## src/rtl/calc1_port_responder.sv

```systemverilog
// Responder end of one calc1 port: takes a command with operand 1, operand 2 on the next cycle, and answers after LATENCY cycles.
// Optional drop counter output is enabled by defining CALC1_RESP_DROP_CNT_EN.
module calc1_port_responder #(
  parameter int unsigned LATENCY = 3
) (
  input  logic        c_clk,
  input  logic        reset,
  input  logic [0:3]  req_cmd_in,
  input  logic [0:31] req_data_in,
  output logic [0:1]  out_resp,
  output logic [0:31] out_data,
  output logic        busy
`ifdef CALC1_RESP_DROP_CNT_EN
  ,
  output logic [0:7]  drop_count
`endif
);

  // Protocol: a non-NOP req_cmd_in is accepted only in IDLE or RESP; the next cycle's
  // req_data_in is operand 2. out_resp/out_data are a one-cycle pulse, with no backpressure.
  typedef enum logic [1:0] {
    IDLE = 2'd0,
    OP2  = 2'd1,
    WAIT = 2'd2,
    RESP = 2'd3
  } state_t;

  localparam logic [0:3] CMD_ADD = 4'd1;
  localparam logic [0:3] CMD_SUB = 4'd2;
  localparam logic [0:3] CMD_LSH = 4'd5;
  localparam logic [0:3] CMD_RSH = 4'd6;
  localparam logic [3:0] LAT_M1  = 4'(LATENCY - 1);

  state_t      state, state_nxt;
  logic [0:3]  cmd_q, cmd_nxt;
  logic [0:31] op1_q, op1_nxt;
  logic [0:31] op2_q, op2_nxt;
  logic [3:0]  cnt_q, cnt_nxt;
  logic        accept;

  logic [0:32] sum;
  logic [0:4]  shamt;
  logic [0:1]  res_resp;
  logic [0:31] res_data;

  assign accept = (req_cmd_in != 4'd0);

  always_ff @(posedge c_clk) begin
    if (!reset) begin
      state <= IDLE;
      cmd_q <= '0;
      op1_q <= '0;
      op2_q <= '0;
      cnt_q <= '0;
    end else begin
      state <= state_nxt;
      cmd_q <= cmd_nxt;
      op1_q <= op1_nxt;
      op2_q <= op2_nxt;
      cnt_q <= cnt_nxt;
    end
  end

  always_comb begin
    state_nxt = state;
    cmd_nxt   = cmd_q;
    op1_nxt   = op1_q;
    op2_nxt   = op2_q;
    cnt_nxt   = cnt_q;
    case (state)
      IDLE: begin
        if (accept) begin
          cmd_nxt   = req_cmd_in;
          op1_nxt   = req_data_in;
          state_nxt = OP2;
        end
      end
      OP2: begin
        // Operand 2 is taken whatever req_cmd_in carries this cycle.
        op2_nxt = req_data_in;
        if (LAT_M1 == 4'd0) begin
          state_nxt = RESP;
        end else begin
          state_nxt = WAIT;
          cnt_nxt   = LAT_M1;
        end
      end
      WAIT: begin
        // Counter runs LAT_M1 down to 0; the edge seen at 0 enters RESP,
        // placing the response LATENCY edges after operand 2.
        if (cnt_q == 4'd0) begin
          state_nxt = RESP;
        end else begin
          cnt_nxt = cnt_q - 4'd1;
        end
      end
      RESP: begin
        if (accept) begin
          cmd_nxt   = req_cmd_in;
          op1_nxt   = req_data_in;
          state_nxt = OP2;
        end else begin
          state_nxt = IDLE;
        end
      end
      default: state_nxt = IDLE;
    endcase
  end

  assign sum   = {1'b0, op1_q} + {1'b0, op2_q};
  assign shamt = op2_q[27:31];

  always_comb begin
    res_resp = 2'd2;
    res_data = '0;
    case (cmd_q)
      CMD_ADD: begin
        if (!sum[0]) begin
          res_resp = 2'd1;
          res_data = sum[1:32];
        end
      end
      CMD_SUB: begin
        if (op2_q <= op1_q) begin
          res_resp = 2'd1;
          res_data = op1_q - op2_q;
        end
      end
      CMD_LSH: begin
        res_resp = 2'd1;
        res_data = op1_q << shamt;
      end
      CMD_RSH: begin
        res_resp = 2'd1;
        res_data = op1_q >> shamt;
      end
      default: begin
        res_resp = 2'd2;
        res_data = '0;
      end
    endcase
  end

  assign out_resp = (state == RESP) ? res_resp : 2'd0;
  assign out_data = (state == RESP) ? res_data : 32'd0;
  assign busy     = (state == OP2) || (state == WAIT);

`ifdef CALC1_RESP_DROP_CNT_EN
  logic drop;
  assign drop = (state == WAIT) && accept;

  always_ff @(posedge c_clk) begin
    if (!reset) begin
      drop_count <= '0;
    end else if (drop && (drop_count != 8'hFF)) begin
      drop_count <= drop_count + 8'd1;
    end
  end
`endif

  assert property (@(posedge c_clk) out_resp != 2'd3);
  assert property (@(posedge c_clk) !(busy && (out_resp != 2'd0)));

endmodule

```

## config.mk

```make
export PLATFORM = sky130hd
export DESIGN_NAME = calc1_port_responder
export DESIGN_NICKNAME = d
export VERILOG_FILES = /design/src/rtl/calc1_port_responder.sv
export SDC_FILE = /design/constraint.sdc
export NUM_CORES = 1
export LEC_CHECK = 0
export ABC_AREA = 1
export CORE_MARGIN = 2
export CORE_UTILIZATION = 62
export CTS_BUF_LIST = sky130_fd_sc_hd__clkbuf_4 sky130_fd_sc_hd__clkbuf_8 sky130_fd_sc_hd__clkbuf_16
export DETAILED_ROUTE_END_ITERATION = 12
export GPL_ROUTABILITY_DRIVEN = 0
export HOLD_SLACK_MARGIN = 0.05
export PLACE_DENSITY = 0.83
export SYNTH_ARGS = -nofsm -noshare
export SYNTH_HDL_FRONTEND = slang
export SYNTH_SLANG_ARGS = --single-unit
```

## constraint.sdc

```tcl
create_clock -name c_clk -period 4 [get_ports c_clk]
set_clock_uncertainty 0.15 [all_clocks]
set_input_delay 1.2 -clock c_clk [delete_from_list [all_inputs] [get_ports c_clk]]
set_output_delay 1.2 -clock c_clk [all_outputs]
set_load 0.01 [all_outputs]
```

==> results of run 1 <==
-- cells by family after synthesis --
group	share of synthesized area (%)
compound gates	13.5
mux	0.170
simple gates	48.5
buf+inv	15.5
fa+ha+maj	7.88
xor+xnor	1.86
flops	12.6
-- per-layer routing --
metal	overflow	GRT usage (%)
met1	5	82.0
met2	125	96.5
met3	1	69.7
met4	88	83.3
met5	2	31.3
-- metrics by stage --
step / utilization [%] / setup TNS (ns) / setup WS (ns)
CTS: 81.3 / -0.593 / -0.182
detailed placement: 76.2 / -2.59 / -0.290
global placement: 76.2 / -0.310 / -0.0797
floorplan: - / 0 / 0.145
-- what timing repair did --
item / CTS
endpoints found under the setup margin: 34
endpoints found under the hold margin: 0
cloned: 3
gates resized for setup: 266
setup buffers: 25
pin swaps: 29
==> impl_metrics.env, run 1 <==
export IMPL_status="did not finish"
export IMPL_failing_step="global routing (5_1_grt)"
export IMPL_error="[ERROR GRT-0232] Routing congestion too high. Check the congestion heatmap in the GUI."
export IMPL_yosysWarnings=0
export IMPL_ios=73
export IMPL_grt_max_degree=78
export IMPL_ys_flop_type="dfxtp_1"
export IMPL_synth_distinct_cells=44
export IMPL_cts_sinks=74
export IMPL_yosysTopAreaCell="nand2_1"
export IMPL_cts_buffer_depth=2
export IMPL_netlist_top_cells_count="nand2_1 (779), inv_1 (324), nor2_1 (264)"
export IMPL_synth_top_area_share_pct=24.8
export IMPL_fp_dieH_um=142
export IMPL_track_usage_pct=82.2
export IMPL_syn_inst=2290
export IMPL_gr_total_overflow=221
export IMPL_worst_ep_kind="output port"
export IMPL_synth_edf_count=0
export IMPL_port_buffers=72
export IMPL_row_count=50
export IMPL_worstEndpointGrtRepair="out_data[27]"
export IMPL_start_util_pct=63.0
export IMPL_synth_seq_cells=74
export IMPL_syn_area_um2=11800
export IMPL_die_w_um=142
export IMPL_place_area_um2=14300
export IMPL_cts_buffers=9
export IMPL_place_inst=2735
export IMPL_cts_hold_buf=0
export IMPL_dpl_hpwl_mm=37.3
export IMPL_htreeDepth=3
export IMPL_yosysMostFrequentCell="nand2_1"
export IMPL_avgSynthCellArea_um2=5.15
export IMPL_clockRootBuffer="clkbuf_16"
export IMPL_synthTopCellsByArea="nand2_1 (25%), dfxtp_1 (13%), nand3_1 (11%)"
export IMPL_async_flop_share_pct=0
export IMPL_seq_area_frac_synth_pct=12.6
export IMPL_synth_fp_nets=2401
==> run 2, diff against run 1 <==
Settings changed: CORE_UTILIZATION 62 to 40, CTS_BUF_LIST sky130_fd_sc_hd__clkbuf_4 sky130_fd_sc_hd__clkbuf_8 sky130_fd_sc_hd__clkbuf_16 to not set, HOLD_SLACK_MARGIN 0.05 to not set, PLACE_DENSITY 0.83 to not set, PLACE_DENSITY_LB_ADDON set to 0.15.
==> run 2 against run 1 <==
The flow now finishes, with violations (negative setup slack); synthesized area stayed put; synthesized cell count did not move.
==> impl_metrics.env, run 2 <==
export IMPL_first_global_vias=14509
export IMPL_synthToLayoutAreaGrowth_pct=42.5
export IMPL_critPathArrivalTime_ns=2.78
export IMPL_ys_flop_type="dfxtp_1"
export IMPL_setup_slack_ns=-0.125
export IMPL_p_per_area_nw_per_um2=1030
export IMPL_routed_wl_mm=51.1
export IMPL_yosysMostFrequentCell="nand2_1"
export IMPL_violations="negative setup slack"
export IMPL_yosysWarnings=0
export IMPL_track_usage_pct=32.0
export IMPL_setup_viol=25
export IMPL_mostFrequentLayoutCell="nand2_1"
export IMPL_rrSetupSlack_ns=1.55
export IMPL_maxCapViolations=0
export IMPL_rsz0062_at_grt="true"
export IMPL_synth_edf_count=0
export IMPL_synthTopCellsByArea="nand2_1 (25%), dfxtp_1 (13%), nand3_1 (11%)"
export IMPL_antenna_found_initial=0
export IMPL_via_count=15865
export IMPL_vias_per_cell=5.28
export IMPL_grt_max_degree=67
export IMPL_cts_buffers=9
export IMPL_cp_required_ns=2.65
export IMPL_hold_path_end="cnt_q[3]"
export IMPL_irDropWorstVdd_v=0.000676
export IMPL_min_delay_start="cnt_q[3]"
export IMPL_die_area_um2=30800
export IMPL_num_antenna_cells=0
export IMPL_core_um2=28900
export IMPL_synth_top_area_share_pct=24.8
export IMPL_firstDrtPassIters=6
export IMPL_drt_iter0_drc=1642
export IMPL_synth_fp_nets=2401
export IMPL_hold_class="register to register"
export IMPL_clk_latency_ns=0.36
export IMPL_holdPathStages=2
export IMPL_seq_area_frac_synth_pct=12.6
export IMPL_nNetsFinal=2726
export IMPL_drc=0
export IMPL_row_count=62
export IMPL_drtAntennaViolNets=0
export IMPL_dpl_hpwl_mm=39.2
export IMPL_reg2reg_to="op1_q[10]"
export IMPL_cts_sinks=74
export IMPL_synth_distinct_cells=44
export IMPL_tightest_slew_ns=1.11
export IMPL_syn_inst=2290
export IMPL_clkTransAtPathRegs_ns=0.06
export IMPL_port_buffers=72
export IMPL_ios=73
export IMPL_fp_dieH_um=176
export IMPL_start_util_pct=40.8
export IMPL_critical_path_class="register to primary output"
export IMPL_r2r_cells=7
export IMPL_cp_end_kind="primary output"
export IMPL_grt_pass1_wl_mm=77.2
export IMPL_startpoint_type="register"
export IMPL_finalInstanceArea_um2=16800
export IMPL_worst_r2r_startpoint="state[0]"
export IMPL_htreeDepth=3
export IMPL_fmax_mhz=242
export IMPL_yosysTopAreaCell="nand2_1"
export IMPL_async_flop_share_pct=0
export IMPL_hold_viol=0
export IMPL_min_period_ns=4.13
export IMPL_path_max_fanout=3
export IMPL_drive_gt1_share_pct=27.5
export IMPL_cts_buffer_depth=2
export IMPL_cts_tree="done"
export IMPL_p_leak_nw=9.31
export IMPL_synth_seq_cells=74
export IMPL_clockRootBuffer="clkbuf_16"
export IMPL_final_cell_mix="nand2_1 (707), buf_4 (331), inv_1 (302)"
export IMPL_place_area_um2=14900
export IMPL_gr_total_overflow=0
export IMPL_p_total_mw=17.3
export IMPL_die_w_um=176
export IMPL_final_max_slew_viol_count=0
export IMPL_routedWlPerCell_um=17.0
export IMPL_layout_top_registers="op1_q x32, op2_q x32"
export IMPL_finalCritPeriodShare_pct=103
export IMPL_avgSynthCellArea_um2=5.15
export IMPL_netlist_top_cells_count="nand2_1 (779), inv_1 (324), nor2_1 (264)"
export IMPL_syn_area_um2=11800
export IMPL_status="finished with violations"
export IMPL_cts_hold_buf=0
export IMPL_max_slew_margin_rel_pct=26.0
[run 2: cell counts after synthesis]
Identical to the previous run, type by type.
[run 2: kinds of logic after synthesis]
kind of cell             synth area share, %
AO/OA/AOI/OAI                           13.5
XOR/XNOR                                1.86
adder cells (fa/ha/maj)                 7.88
buffers and inverters                   15.5
flip-flops                              12.6
multiplexers                           0.170
AND/OR/NAND/NOR                         48.5
[run 2: worst max path at each step]
stage	start	endpoint
floorplan	op2_q[28]	out_resp[0]
global placement	op2_q[15]	out_data[1]
detailed placement	op2_q[16]	out_data[1]
CTS	op1_q[31]	out_resp[0]
global route	op1_q[31]	out_resp[0]
finish	op1_q[31]	out_data[13]
[run 2: final cells by class]
cell class              count  area, um2
clock inverters             6        115
well taps                 384        480
inverters                 335       1260
clock buffers               9        225
flip-flops and latches     74       1520
repair buffers            428       3430
fillers                  2928      12100
multi-input cells        1767       9760
[run 2: repair_timing]
item,in CTS,in global routing
resized for setup,292,210
pin swaps,44,55
endpoints found under the setup margin,34,34
endpoints found under the hold margin,0,0
gates cloned,2,0
buffers inserted,23,15
[run 2: routing by layer]
metal | part of all wire (%) | vias up | wire [um] | GRT usage [%]
li1 | - | 7803 | - | -
met1 | 41 | 7103 | 21100 | 41.7
met2 | 44 | 792 | 22200 | 50.1
met3 | 9.2 | 167 | 4720 | 5.95
met4 | 5.9 | 0 | 3010 | 16.9
met5 | 0 | - | 0 | 0
[run 2: stage by stage]
| stage | hold slack, ns | TNS (ns) | worst slack, ns | utilization (%) | std cells |
|---|---|---|---|---|---|
| after floorplan | 0.290 | 0 | 0.145 | - | 2290 |
| after global placement | 0.304 | -3.46 | -0.259 | 51.6 | 2949 |
| after detailed placement | 0.312 | -4.47 | -0.238 | 51.6 | 2949 |
| after CTS | 0.326 | -0.443 | -0.0835 | 55.5 | 2989 |
| after global routing | 0.359 | -2.97 | -0.192 | 58.2 | 3003 |
| final | 0.321 | -0.939 | -0.125 | 58.2 | 3003 |
[run 2: report_power, final]
part           switching (mW)  total, mW  internal [mW]
sequential              0.313       1.40           1.09
clock                   0.373      0.982          0.610
combinational            8.92       14.9           6.00
[run 2: worst max-delay path: stages (launching register included)]
cell and delay, ns:
dfxtp_2 0.33, buf_6 0.10, ha_4 0.13, inv_2 0.04
fa_2 0.34, inv_2 0.08, buf_4 0.11, buf_4 0.09
nand3_1 0.10, nand3_2 0.13, nand2_1 0.07, nand2_2 0.11
nand2_1 0.08, nand2_2 0.07, xor2_2 0.08, nor2_2 0.15
nor2_2 0.05, nor2_2 0.17, buf_2 0.17
(Power assumes the default switching activity.)
